--- config.mk ---
export PLATFORM = sky130hd
export DESIGN_NAME = key_onehot_latch
export DESIGN_NICKNAME = d
export VERILOG_FILES = /design/src/rtl/key_onehot_latch.sv
export SDC_FILE = /design/constraint.sdc
export NUM_CORES = 1
export LEC_CHECK = 0
export ABC_CLOCK_PERIOD_IN_PS = 2300
export CAP_MARGIN = 40
export CORE_ASPECT_RATIO = 0.9
export CORE_MARGIN = 5
export CORE_UTILIZATION = 40
export CTS_CLUSTER_DIAMETER = 60
export CTS_CLUSTER_SIZE = 12
export DETAILED_ROUTE_END_ITERATION = 10
export SYNTH_ARGS = -nofsm -noshare
export SYNTH_HDL_FRONTEND = slang
export SYNTH_SLANG_ARGS = --single-unit
--- constraint.sdc ---
create_clock -name clk -period 2.3 [get_ports clk]
set_clock_uncertainty 0.1 [all_clocks]
set_input_delay 0.23 -clock clk [delete_from_list [all_inputs] [get_ports clk]]
set_output_delay 0.23 -clock clk [all_outputs]
set_load 0.005 [all_outputs]
--- src/rtl/key_onehot_latch.sv ---
// Key front-end: synchronise, debounce and edge-detect 8 buttons, latch the winner as one-hot I/E.
// Build option KEY_ACTIVE_LOW_EN: key_in lines are active-low (pressed = 0).
module key_onehot_latch #(
  parameter int DEBOUNCE_CYCLES = 4,
  parameter int SYNC_STAGES     = 2
) (
  input  logic       clk,
  input  logic       rst_n,
  input  logic [7:0] key_in,
  input  logic       clr,
  output logic [7:0] I,
  output logic       E,
  output logic       new_pulse,
  output logic       busy
);

  // state   | meaning
  // IDLE    | nothing latched, I=0, E=0
  // HELD    | key captured and still physically down, new rises ignored
  // LATCHED | key captured and released, next rise replaces it
  typedef enum logic [1:0] {S_IDLE, S_HELD, S_LATCHED} state_t;

  localparam int CW = $clog2(DEBOUNCE_CYCLES + 1);
  localparam logic [CW-1:0] CNT_LAST = CW'(DEBOUNCE_CYCLES - 1);

  logic [7:0]                   w_key;
  logic [SYNC_STAGES-1:0][7:0]  r_sync;
  logic [7:0]                   w_synced;
  logic [7:0][CW-1:0]           r_cnt;
  logic [7:0]                   r_deb;
  logic [7:0]                   r_deb_d;
  logic [7:0]                   w_rise;
  logic [7:0]                   w_win;
  state_t                       r_state;
  state_t                       w_state_nxt;
  logic [7:0]                   r_i;
  logic [7:0]                   w_i_nxt;
  logic                         r_e;
  logic                         w_e_nxt;
  logic                         r_pulse;
  logic                         w_pulse_nxt;

`ifdef KEY_ACTIVE_LOW_EN
  assign w_key = ~key_in;
`else
  assign w_key = key_in;
`endif

  // Inversion happens before the chain, so reset to 0 is the released state in both builds.
  always_ff @(posedge clk or negedge rst_n) begin
    if (!rst_n) begin
      r_sync <= '0;
    end else begin
      r_sync <= {r_sync[SYNC_STAGES-2:0], w_key};
    end
  end

  assign w_synced = r_sync[SYNC_STAGES-1];

  always_ff @(posedge clk or negedge rst_n) begin
    if (!rst_n) begin
      r_cnt   <= '0;
      r_deb   <= '0;
      r_deb_d <= '0;
    end else begin
      r_deb_d <= r_deb;
      for (int b = 0; b < 8; b++) begin
        if (w_synced[b] == r_deb[b]) begin
          r_cnt[b] <= '0;
        end else if (r_cnt[b] == CNT_LAST) begin
          r_deb[b] <= ~r_deb[b];
          r_cnt[b] <= '0;
        end else begin
          r_cnt[b] <= r_cnt[b] + 1'b1;
        end
      end
    end
  end

  assign w_rise = r_deb & ~r_deb_d;

  // Ascending scan: the highest rising index is the last to write.
  always_comb begin
    w_win = '0;
    for (int i = 0; i < 8; i++) begin
      if (w_rise[i]) begin
        w_win    = '0;
        w_win[i] = 1'b1;
      end
    end
  end

  always_comb begin
    w_state_nxt = r_state;
    w_i_nxt     = r_i;
    w_e_nxt     = r_e;
    w_pulse_nxt = 1'b0;
    case (r_state)
      S_IDLE: begin
        w_i_nxt = '0;
        w_e_nxt = 1'b0;
        if (|w_rise) begin
          w_i_nxt     = w_win;
          w_e_nxt     = 1'b1;
          w_pulse_nxt = 1'b1;
          w_state_nxt = S_HELD;
        end
      end
      S_HELD: begin
        if (r_deb == 8'h00) w_state_nxt = S_LATCHED;
      end
      S_LATCHED: begin
        if (|w_rise) begin
          w_i_nxt     = w_win;
          w_e_nxt     = 1'b1;
          w_pulse_nxt = 1'b1;
          w_state_nxt = S_HELD;
        end
      end
      default: begin
        w_i_nxt     = '0;
        w_e_nxt     = 1'b0;
        w_state_nxt = S_IDLE;
      end
    endcase
    if (clr) begin
      w_state_nxt = S_IDLE;
      w_i_nxt     = '0;
      w_e_nxt     = 1'b0;
      w_pulse_nxt = 1'b0;
    end
  end

  always_ff @(posedge clk or negedge rst_n) begin
    if (!rst_n) begin
      r_state <= S_IDLE;
      r_i     <= '0;
      r_e     <= 1'b0;
      r_pulse <= 1'b0;
    end else begin
      r_state <= w_state_nxt;
      r_i     <= w_i_nxt;
      r_e     <= w_e_nxt;
      r_pulse <= w_pulse_nxt;
    end
  end

  assign I         = r_i;
  assign E         = r_e;
  assign new_pulse = r_pulse;
  assign busy      = (r_state == S_HELD);

endmodule

* After elaboration in Yosys (flattened, before gate mapping) *
Index checks and enable logic that the tools add are counted.

word-level totals
  bits in registers = 68
  bits in latches = 0
  bits in writable memories = 0
  memory bits (read-only) = 0
  input bits = 11
  output and inout bits = 11
  memories = 0

cells by class
  $add $sub $neg = 8
  multipliers = 0
  div/mod/pow operators = 0
  magnitude comparators = 0
  equality and inequality tests = 22
  shift operators = 0
  muxes and demuxes = 38
  bitwise logic cells = 18
  reductions and logical operators = 14

operators with widths
  operator             number
  $mux 8               10
  $mux 3               16
  $add 3x1->3 const B  8
  $eq 3x2->1 const B   8
  $pmux 8 s3           1
  $reduce_and 2->1     10
  $not 1->1            16
  $and 8x8->8          1
  $eq 1x1->1           8
  $logic_not 8->1      1
  $not 8->8            1
  $reduce_or 8->1      1
  $mux 1               6
  $mux 2               3
  $pmux 2 s2           1
  $ne 3x1->1 const B   1
  $ne 3x2->1 const B   1
  $ne 3x3->1 const B   1
  $pmux 1 s3           1
  $eq 2x1->1 const B   1
  $eq 2x2->1 const B   1
  $logic_not 2->1      1
  $ne 2x2->1 const B   1
  $reduce_or 2->1      1

* Longest topological paths before layout *
  word-level depth = 13
  depth in mapped cells = 5
  gate-level depth less buffers = 4

* Worst setup path before layout *
OpenSTA, ideal clock, no wires.

  path kind = reg2reg
  start point = register r_deb[5]
  end point = register r_state[1]
  arrival = 1.295 ns
  data required time = 2.127 ns
  path slack = 0.832 ns
  stages on the path, launching flop included = 5
  period minus slack after synthesis = 1.468 ns
  path through = dfrtp_1 -> or4_1 -> o211ai_2 -> nand2_1 -> a21oi_2

on the way
  longest elaborated chain between the ends = 4

ends and longest elaborated chain
  element                                RTL line  source
  start: declaration                     30        logic [7:0] r_deb;
  start signal: indexed assignment       71        r_deb[b] <= ~r_deb[b];
  $and 8x8->8                            80        assign w_rise = r_deb & ~r_deb_d;
  $reduce_or 8->1                        102, 113
  $ne 3x1->1 (no source line)            -
  $reduce_and 2->1 (no source line) (*)  -
  end signal: assignment                 141       r_state <= w_state_nxt;
  end: declaration                       34        state_t r_state;

Every way passes the cells marked *; elsewhere a longest branch is shown, timed or not.
A chain may end at the register's enable or synchronous reset.

* Final worst setup path *
  start point = register r_state[0]
  end point = output busy

on the way
  longest elaborated chain between the ends = 1

ends and longest elaborated chain
  element           RTL line  source
  $eq 2x1->1        151       assign busy = (r_state == S_HELD);
  end: declaration  14        output logic busy

Every way passes these cells.

==> metrics.cfg <==
[run_status]
outcome = finished clean

[logic_synthesis]
ys.flop_type = dfrtp_1
synth.avg_cell_area_um2 = 14.1
synth_enable_flop_cells = 0
syn_nets = 199
ys.warnings.count = 0
synth_cell_types = 31
synth_commonest_cells = dfrtp_1 (68), nor3b_1 (16), nor2b_1 (14)
synth_seq_area_share = 0.672
ys_seq_elements = 68
yosysMostFrequentCell = dfrtp_1
syn_inst = 180
syn_area_um2 = 2530
synth.top_cell.area_share = 0.672
synthArstFlopShare = 1.00
synth.area.top_cells = dfrtp_1 (67%), nor3b_1 (4.7%), ha_1 (4.0%)
synth_area_leader_cell = dfrtp_1

[timing]
max_slew.worst_pin.slew_ps = 557
fin_setup_tns_ps = 0
hold_viol_final = 0
fin_crit_sh = 0.855
drv_slew = 0
post-route-min-period_ps = 1970
grt_setup_unrepaired = false
max_freq_mhz = 509
maxSlewHeadroom = 0.625
finalSetupViolCount = 0

[global_route]
grt_overflow = 0
grt_max_degree = 69
grt_pass1_wl_um = 6860
antenna_found_initial = 0
track_usage = 0.112
grt_pass1_vias = 1475

[power_and_ir_drop]
irDropWorstVdd_v = 0.000428
cellLeakagePower_nw = 1.34
p_per_area_nw_per_um2 = 1190

[setup_path]
timing.rr.end = E
path_class = reg2out
worstPathCellList = and2b_1 > clkdlybuf4s50_1
cp.arrival_ps = 1640
r2r_start = r_deb[5]
rrSetupSlack_ps = 690
cp-startpoint = r_state[0]
crit_path_start_kind = flip-flop
worstPathRequired_ps = 1970
reg2regPathDepth = 4
crit_fanout = 6
slowest_stage = clkdlybuf4s50_1
endpoint_kind = output port
crit_path_max_incr_delay_ps = 560
endpoint = busy

[route]
avgRoutedWirePerCell_um = 12.7
dr_total_vias = 1411
final_antenna_net_count = 0
drt_iter0_drc = 49
vias_per_cell = 4.66
drt_wl_total_um = 3860
drc = 0
dr.pass1.iters = 4

[placed_design]
dpl_cell_area_um2 = 2860
io_buffers = 21
dp_hpwl_um = 2540
globalplace.congestion = 0.833

[cells_and_area]
fin_nets = 232
synthToLayoutAreaGrowth_pct = 20.8
drive_above_1_share = 0.134
antenna_cells = 0
final_area_um2 = 3060

[floorplanning]
coreArea_um2 = 6150
die_x_um = 93.9
rows = 27
die_y_um = 85.5
io_pins = 22
start_util = 0.412
die-area_um2 = 8030

[cts]
postCtsSetupRepairBufs = 0
path_clk_slew_ps = 60
cts_tree = built
numCtsBuffers = 9
cts.path.max_buffers = 2
numClockSinks = 68
htreeDepth = 3
post_cts_resized = 0
cts_root_buf = clkbuf_8
cts_hold_buf = 1
insertion_delay_ps = 340

[job]
drv_cap = 0

[min_path]
hold_class = in2reg

## power by group
part	leakage, nW	internal, mW	switching [mW]	total (mW)
Sequential	0.858	1.52	0.213	1.73
Combinational	0.386	0.498	0.478	0.976
Clock	0.0983	0.546	0.397	0.943
## final cells by class
class	count	area, um2
Clock buffer	12	155
Clock inverter	2	35.0
Fill cell	553	3090
Inverter	2	7.51
Multi-Input combinational cell	109	817
Sequential cell	68	1700
Tap cell	87	109
Timing Repair Buffer	23	235
## metal layers
layer  vias to the layer above  wire, um  global-route usage  share of wire
met5                         -         0                   0              0
met4                         0        71              0.0512          0.018
met3                         9       216              0.0605          0.056
met2                        27      1750               0.171           0.45
met1                       681      1820               0.130           0.47
li1                        694         -                   -              -
## placed cells by master, fill, tap and decap left out, types with 2 or more instances in the layout
cell type        instances
a21oi_1                  3
and2b_1                  4
clkbuf_8                11
clkdlybuf4s50_1         20
dfrtp_1                 68
ha_1                     8
mux2_2                   8
nand2_1                 10
nand3_1                  3
nand4_1                  2
nor2_1                   3
nor2b_1                 14
nor3_1                   8
nor3b_1                 16
o21ai_1                  7
or4_1                    2
xnor2_1                  8
## sequential cells by signal, indices dropped and copies added, names as in the netlist
register and cells:
r_deb 8, I 8, r_state 2, r_deb_d 8, r_cnt 24, E 1, r_sync 8, new_pulse 1
w_synced 8
## kinds of logic after synthesis
group	Yosys count	share of synthesized area
adder cells (fa/ha/maj)	8	0.0395
buffers and inverters	3	0.00592
flip-flops	68	0.672
AND/OR/NAND/NOR	70	0.181
multiplexers	8	0.0356
AO/OA/AOI/OAI	15	0.0390
XOR/XNOR	8	0.0277
## per-stage QoR
stage	power (mW)	util	setup WS [ps]	hold slack, ps	cells
floorplan	2.42	-	832	-166	180
global placement	2.72	0.465	584	177	288
detailed placement	2.75	0.465	551	181	288
CTS	3.72	0.498	329	206	303
global route	3.92	0.498	256	202	303
finish	3.65	0.498	334	227	303
## worst min path at each step
stage                     startpoint        end  slack (ps)  cells past startpoint
after CTS                  key_in[4]  r_sync[4]         210                      1
after global placement         rst_n  r_sync[5]         180                      2
after floorplan                rst_n          E        -170                      0
after detailed placement       rst_n   r_cnt[4]         180                      2
final                      key_in[4]  r_sync[4]         230                      1
after global routing       key_in[1]  r_sync[1]         200                      1
## worst max-delay path, delay by kind of cell (launching register included)
kind	cells	cell delay, ps
buf+inv	1	560
flops	1	430
simple gates	1	310
Power figures use the tool's default switching activity.
